==> config.mk <==
export PLATFORM = sky130hd
export DESIGN_NAME = host_bus_master
export DESIGN_NICKNAME = d
export VERILOG_FILES = /design/src/rtl/host_bus_master_pkg.sv /design/src/rtl/host_bus_master_rr_arbiter.sv /design/src/rtl/host_bus_master.sv
export SDC_FILE = /design/constraint.sdc
export NUM_CORES = 1
export LEC_CHECK = 0
export CAP_MARGIN = 0
export CORE_ASPECT_RATIO = 0.5
export CORE_UTILIZATION = 50
export DETAILED_ROUTE_END_ITERATION = 8
export PLACE_DENSITY = 0.85
export SLEW_MARGIN = 5
export SYNTH_ARGS = -nofsm -noshare
export SYNTH_HDL_FRONTEND = slang
export SYNTH_SLANG_ARGS = --single-unit
==> constraint.sdc <==
create_clock -name sys_clk -period 4.6 [get_ports sys_clk]
set_clock_uncertainty 0.1 [all_clocks]
set_input_delay 0.69 -clock sys_clk [delete_from_list [all_inputs] [get_ports sys_clk]]
set_output_delay 0.69 -clock sys_clk [all_outputs]
set_load 0.005 [all_outputs]
==> src/rtl/host_bus_master_pkg.sv <==
// Shared framing bytes and FSM state encodings for the host link bridge.
// Channel blocks and host-side software definitions take their constants from here.
package host_bus_master_pkg;

   localparam logic [7:0] SOF_RX = 8'hAA;
   localparam logic [7:0] SOF_TX = 8'h55;

   typedef enum logic [1:0] {
      RX_SOF,
      RX_ADDR,
      RX_LEN,
      RX_PAY
   } rx_state_t;

   typedef enum logic [2:0] {
      TX_SCAN,
      TX_SOF,
      TX_ADDR,
      TX_LEN,
      TX_PAY
   } tx_state_t;

endpackage

==> src/rtl/host_bus_master_rr_arbiter.sv <==
// Combinational round-robin arbiter: the first request strictly after `last`
// (wrapping) wins, reported both as a one-hot grant and as an index.
module rr_arbiter #(
   parameter int N  = 5,
   parameter int IW = 3
) (
   input  logic [N-1:0]  req,
   input  logic [IW-1:0] last,
   output logic [N-1:0]  grant,
   output logic [IW-1:0] idx,
   output logic          hit
);

   always_comb begin
      int k;
      grant = '0;
      idx   = '0;
      hit   = 1'b0;
      k     = 0;
      for (int i = 1; i <= N; i++) begin
         k = int'(last) + i;
         if (k >= N) k = k - N;
         if (!hit && req[k]) begin
            grant[k] = 1'b1;
            idx      = IW'(k);
            hit      = 1'b1;
         end
      end
   end

endmodule

==> src/rtl/host_bus_master.sv <==
// Full-duplex bridge: host command packets -> per-channel payload strobes, and
// round-robin drained channel FIFOs -> framed reply packets toward the host.
module host_bus_master
   import host_bus_master_pkg::*;
#(
   parameter int          N_CH    = 5,
   parameter logic [15:0] TIMEOUT = 16'd50000
) (
   input  logic              sys_clk,
   input  logic              n_rst,
   input  logic [7:0]        rx_data,
   input  logic              rx_valid,
   output logic [7:0]        tx_data,
   output logic              tx_valid,
   input  logic              tx_ready,
   output logic [7:0]        master_data,
   output logic [N_CH-1:0]   valid_bus,
   input  logic [N_CH-1:0]   have_msg_bus,
   input  logic [8*N_CH-1:0] len_bus,
   output logic [N_CH-1:0]   rdreq_bus,
   input  logic [8*N_CH-1:0] slave_data_bus
);

   localparam int AW = (N_CH > 1) ? $clog2(N_CH) : 1;

   rx_state_t   rx_state;
   logic [7:0]  addr;
   logic [7:0]  cnt;
   logic [15:0] gap;

   // The gap counter saturates; an abort fires on the idle cycle that brings it to TIMEOUT.
   always_ff @(posedge sys_clk or negedge n_rst) begin
      if (!n_rst) begin
         rx_state    <= RX_SOF;
         addr        <= '0;
         cnt         <= '0;
         gap         <= '0;
         master_data <= '0;
         valid_bus   <= '0;
      end else begin
         valid_bus <= '0;
         if (rx_valid) begin
            gap <= '0;
            case (rx_state)
               RX_SOF: begin
                  if (rx_data == SOF_RX) rx_state <= RX_ADDR;
               end
               RX_ADDR: begin
                  addr     <= rx_data;
                  rx_state <= RX_LEN;
               end
               RX_LEN: begin
                  cnt      <= rx_data;
                  rx_state <= (rx_data == 8'd0) ? RX_SOF : RX_PAY;
               end
               RX_PAY: begin
                  master_data <= rx_data;
                  valid_bus   <= (int'(addr) < N_CH) ? (N_CH'(1) << addr) : '0;
                  cnt         <= cnt - 8'd1;
                  if (cnt == 8'd1) rx_state <= RX_SOF;
               end
               default: rx_state <= RX_SOF;
            endcase
         end else begin
            if (gap != TIMEOUT) gap <= gap + 16'd1;
            if (rx_state != RX_SOF && gap == TIMEOUT - 16'd1) rx_state <= RX_SOF;
         end
      end
   end

   tx_state_t      tx_state;
   logic [AW-1:0]  ch;
   logic [AW-1:0]  last;
   logic [7:0]     tcnt;
   logic [N_CH-1:0] req;
   logic [N_CH-1:0] grant;
   logic [AW-1:0]  gnt_idx;
   logic           gnt_hit;
   logic [7:0]     len_sel;
   logic [7:0]     head;
   logic           load;

   always_comb begin
      req     = '0;
      len_sel = '0;
      for (int k = 0; k < N_CH; k++) begin
         req[k] = have_msg_bus[k] && (len_bus[8*k +: 8] != 8'd0);
         if (grant[k]) len_sel = len_sel | len_bus[8*k +: 8];
      end
   end

   rr_arbiter #(.N(N_CH), .IW(AW)) u_arb (
      .req   (req),
      .last  (last),
      .grant (grant),
      .idx   (gnt_idx),
      .hit   (gnt_hit)
   );

   assign load = !tx_valid || tx_ready;
   assign head = slave_data_bus[{ch, 3'b000} +: 8];

   // The pop must coincide with the load edge so a show-ahead FIFO presents the
   // next head in time for back-to-back payload bytes.
   assign rdreq_bus = (tx_state == TX_PAY && load) ? (N_CH'(1) << ch) : '0;

   always_ff @(posedge sys_clk or negedge n_rst) begin
      if (!n_rst) begin
         tx_state <= TX_SCAN;
         tx_data  <= '0;
         tx_valid <= 1'b0;
         ch       <= '0;
         last     <= AW'(N_CH - 1);
         tcnt     <= '0;
      end else begin
         if (load) tx_valid <= 1'b0;
         case (tx_state)
            TX_SCAN: begin
               if (gnt_hit) begin
                  ch       <= gnt_idx;
                  last     <= gnt_idx;
                  tcnt     <= len_sel;
                  tx_state <= TX_SOF;
               end
            end
            TX_SOF: begin
               if (load) begin
                  tx_data  <= SOF_TX;
                  tx_valid <= 1'b1;
                  tx_state <= TX_ADDR;
               end
            end
            TX_ADDR: begin
               if (load) begin
                  tx_data  <= 8'(ch);
                  tx_valid <= 1'b1;
                  tx_state <= TX_LEN;
               end
            end
            TX_LEN: begin
               if (load) begin
                  tx_data  <= tcnt;
                  tx_valid <= 1'b1;
                  tx_state <= TX_PAY;
               end
            end
            TX_PAY: begin
               if (load) begin
                  tx_data  <= head;
                  tx_valid <= 1'b1;
                  tcnt     <= tcnt - 8'd1;
                  if (tcnt == 8'd1) tx_state <= TX_SCAN;
               end
            end
            default: tx_state <= TX_SCAN;
         endcase
      end
   end

endmodule

==> impl_metrics.yaml <==
sta:
  max_freq_mhz: 238
  slew_headroom: 0.421
  hold_viol: 0
  final-setup-viol-count: 0
  rsz0062_at_grt: "false"
  period_minus_slack_ns: 4.19
  finalMaxSlewViolations: 0
  tightestPinTransition_ns: 0.868
  layout_setup_ws_ns: 0.407
  finalSetupTns_ns: 0
  finalCritPeriodShare: 0.912
  worst_hold_slack_ns: 0.365
layout:
  seqCellArea_um2: 1780
  fin_util: 0.676
  fin_nets: 944
  n_antenna_cell: 0
  layout-drive-gt1-share: 0.0994
  multi_input_area_um2: 3950
  fill_cells: 911
  area_growth_pct: 27.9
route:
  drt_pass1_iterations: 5
  drc_errors: 0
  wire_per_inst_um: 18.8
  vias_per_cell: 6.37
  vias: 6270
  initialDrtViolationCount: 748
  totalWireLength_mm: 18.5
  antenna_left: 0
outcome:
  status: "finished clean"
clock_tree:
  clk_pin_slew_worst_paths_ns: 0.06
  cts_setup_buffers: 0
  clockBufferDepth: 2
  numClockSinks: 71
  htreeDepth: 3
  cts_tree: "done"
  cts_buffers: 9
  clockRootBuffer: "clkbuf_16"
  clk-insertion-delay-late_ns: 0.34
place:
  io_buffer_count: 123
  place_congestion: 0.995
  dp_hpwl_mm: 14.2
  place_ws_ns: 0.299
run:
  maxCapViolCount: 0
floorplanning:
  dieHeight_um: 79.2
  die_area_um2: 12400
  pin_count: 124
  coreArea_um2: 11300
  row_count: 27
  start_util: 0.529
  die_w_um: 156
setup_path:
  r2r_cells: 13
  reg2reg_from: "ch[0]$_DFFE_PN0P_"
  crit_arrival_ns: 4.27
  r2r_slack_ns: 0.41
  cp-start-kind: "register"
  required_ns: 4.68
  worst-setup-path-type: "register to register"
  critPathCaptureType: "register"
  path_max_fanout: 11
  r2r-end: "ch[2]$_DFFE_PN0P_"
synth:
  yosys.area_share.simple: 0.254
  syn_nets: 829
  synth-xor-area-share: 0.0191
  synth_fa_ha_area_frac: 0.0558
  ys.flop_type: "dfrtp_1"
  synth_most_common_cell: "dfrtp_1"
  yosys-top-cells-area: "dfrtp_1, ha_1, a21oi_1"
  synth-edff-count: 0
  synthArstFlopShare: 1.00
  synth_area_um2: 5960
  yosysTopAreaCell: "dfrtp_1"
  synth_common_cells: "dfrtp_1, a21oi_1, nor2_1, nand2_1, o21ai_0"
  synth_cell_types: 90
  postSynthRegisterBits: 71
  synth_mux_area_frac: 0.0625
  synth-seq-area-share: 0.298
  postSynthAreaPerCell_um2: 8.45
  yosysWarnings: 0
  synth_top_area_share: 0.294
  syn_inst: 706
  synth_compound_area_frac: 0.271
  synth_top_family_by_area: "compound AO/OA/AOI/OAI gates"
pwr:
  leakage_nw: 3.06
  p_per_area_nw_per_um2: 770
  peakVddDrop_mv: 0.705
global_routing:
  grt_util_met3: 0.0579
  grt_antenna_before_repair: 0
  top_usage_layer: "met2"
  grt_pass1_wl_mm: 29.6
  grt_pass1_vias: 5905
  gr-total-overflow: 0
  grtUsageTotal: 0.303
  grt_use_met1: 0.397
  grt_max_degree: 40
  gr-usage-met2: 0.505
worst_hold_path:
  hp-class: "input pin to asynchronous set/reset pin"
-- worst max-delay path by stage --
stage | start | to | slack [ns] | cells after the start
floorplan | ch[1]$_DFFE_PN0P_ | tcnt[3]$_DFFE_PN0P_ | 0.63 | 14
global placement | len_bus[16] | tcnt[1]$_DFFE_PN0P_ | 0.30 | 11
detailed placement | len_bus[17] | tcnt[1]$_DFFE_PN0P_ | 0.30 | 11
CTS | ch[1]$_DFFE_PN0P_ | tcnt[3]$_DFFE_PN0P_ | 0.39 | 11
global route | ch[0]$_DFFE_PN0P_ | ch[2]$_DFFE_PN0P_ | 0.11 | 13
finish | ch[0]$_DFFE_PN0P_ | ch[2]$_DFFE_PN0P_ | 0.41 | 13
-- kinds of logic after synthesis --
group	after synthesis
compound gates	230
xor+xnor	13
fa+ha+maj	26
buf+inv	61
flops	71
mux	30
simple gates	275
-- critical path, stage by stage, from the launching register on --
cell and delay [ns]:
dfrtp_1 0.38, inv_1 0.28, ha_1 0.24, fa_1 0.24, a21boi_1 0.26, buf_4 0.18
mux2i_1 0.36, o221ai_1 0.18, a21boi_1 0.19, or3_1 0.45, o21ai_0 0.19, a22oi_1 0.15
a2111oi_0 0.71, a21oi_1 0.10
-- sequential cells by signal, indices dropped and copies added, names as in the netlist, named ones only --
signal and cells:
addr 8, ch 3, cnt 8, gap 16
last 1, master_data 8, rx_state 2, tcnt 8
tx_data 8, tx_state 3, valid_bus 5
-- per-layer routing --
metal | share of wire | vias to the layer above
met2 | 0.48 | 250
met3 | 0.073 | 38
met1 | 0.43 | 3046
met4 | 0.019 | 0
li1 | - | 2936
met5 | 0 | -
-- layout make-up --
class,count,share of cell area
inverter,27,0.0133
clock buffer,9,0.0295
multi-input combinational,574,0.518
clock inverter,6,0.00508
tap,159,0.0261
sequential,71,0.233
timing repair buffer,138,0.175
-- power by group --
group | total (mW) | leakage [nW] | internal [mW] | switching, mW
sequential | 1.07 | 0.905 | 0.836 | 0.239
combinational | 4.18 | 2.03 | 1.66 | 2.52
clock | 0.624 | 0.127 | 0.359 | 0.265
total | 5.88 | 3.06 | 2.85 | 3.02
-- per-stage QoR --
stage          power (mW)  instances  instance area, um^2
6_report             5.88        984                 7630
5_1_grt              6.26        984                 7630
4_1_cts              5.77        984                 7630
3_5_place_dp         5.11        969                 7360
3_3_place_gp         5.05        969                 7360
2_1_floorplan        3.96        706                 5960
-- cells in the final DEF (no fill, tap or decap), drive strengths merged, types with 16 or more instances in the layout --
cell type,n
o21ai,48
dfrtp,70
buf,16
nor2,58
nor3,22
clkdlybuf4s50,122
a21oi,63
nand3,28
nand2,48
mux2,18
ha,25
inv,26
-- repair_timing --
item | in CTS | in global routing
endpoints found under the setup margin | 0 | 1
gates resized for setup | 0 | 1
hold buffers | 0 | 0
Power figures use the tool's default switching activity.
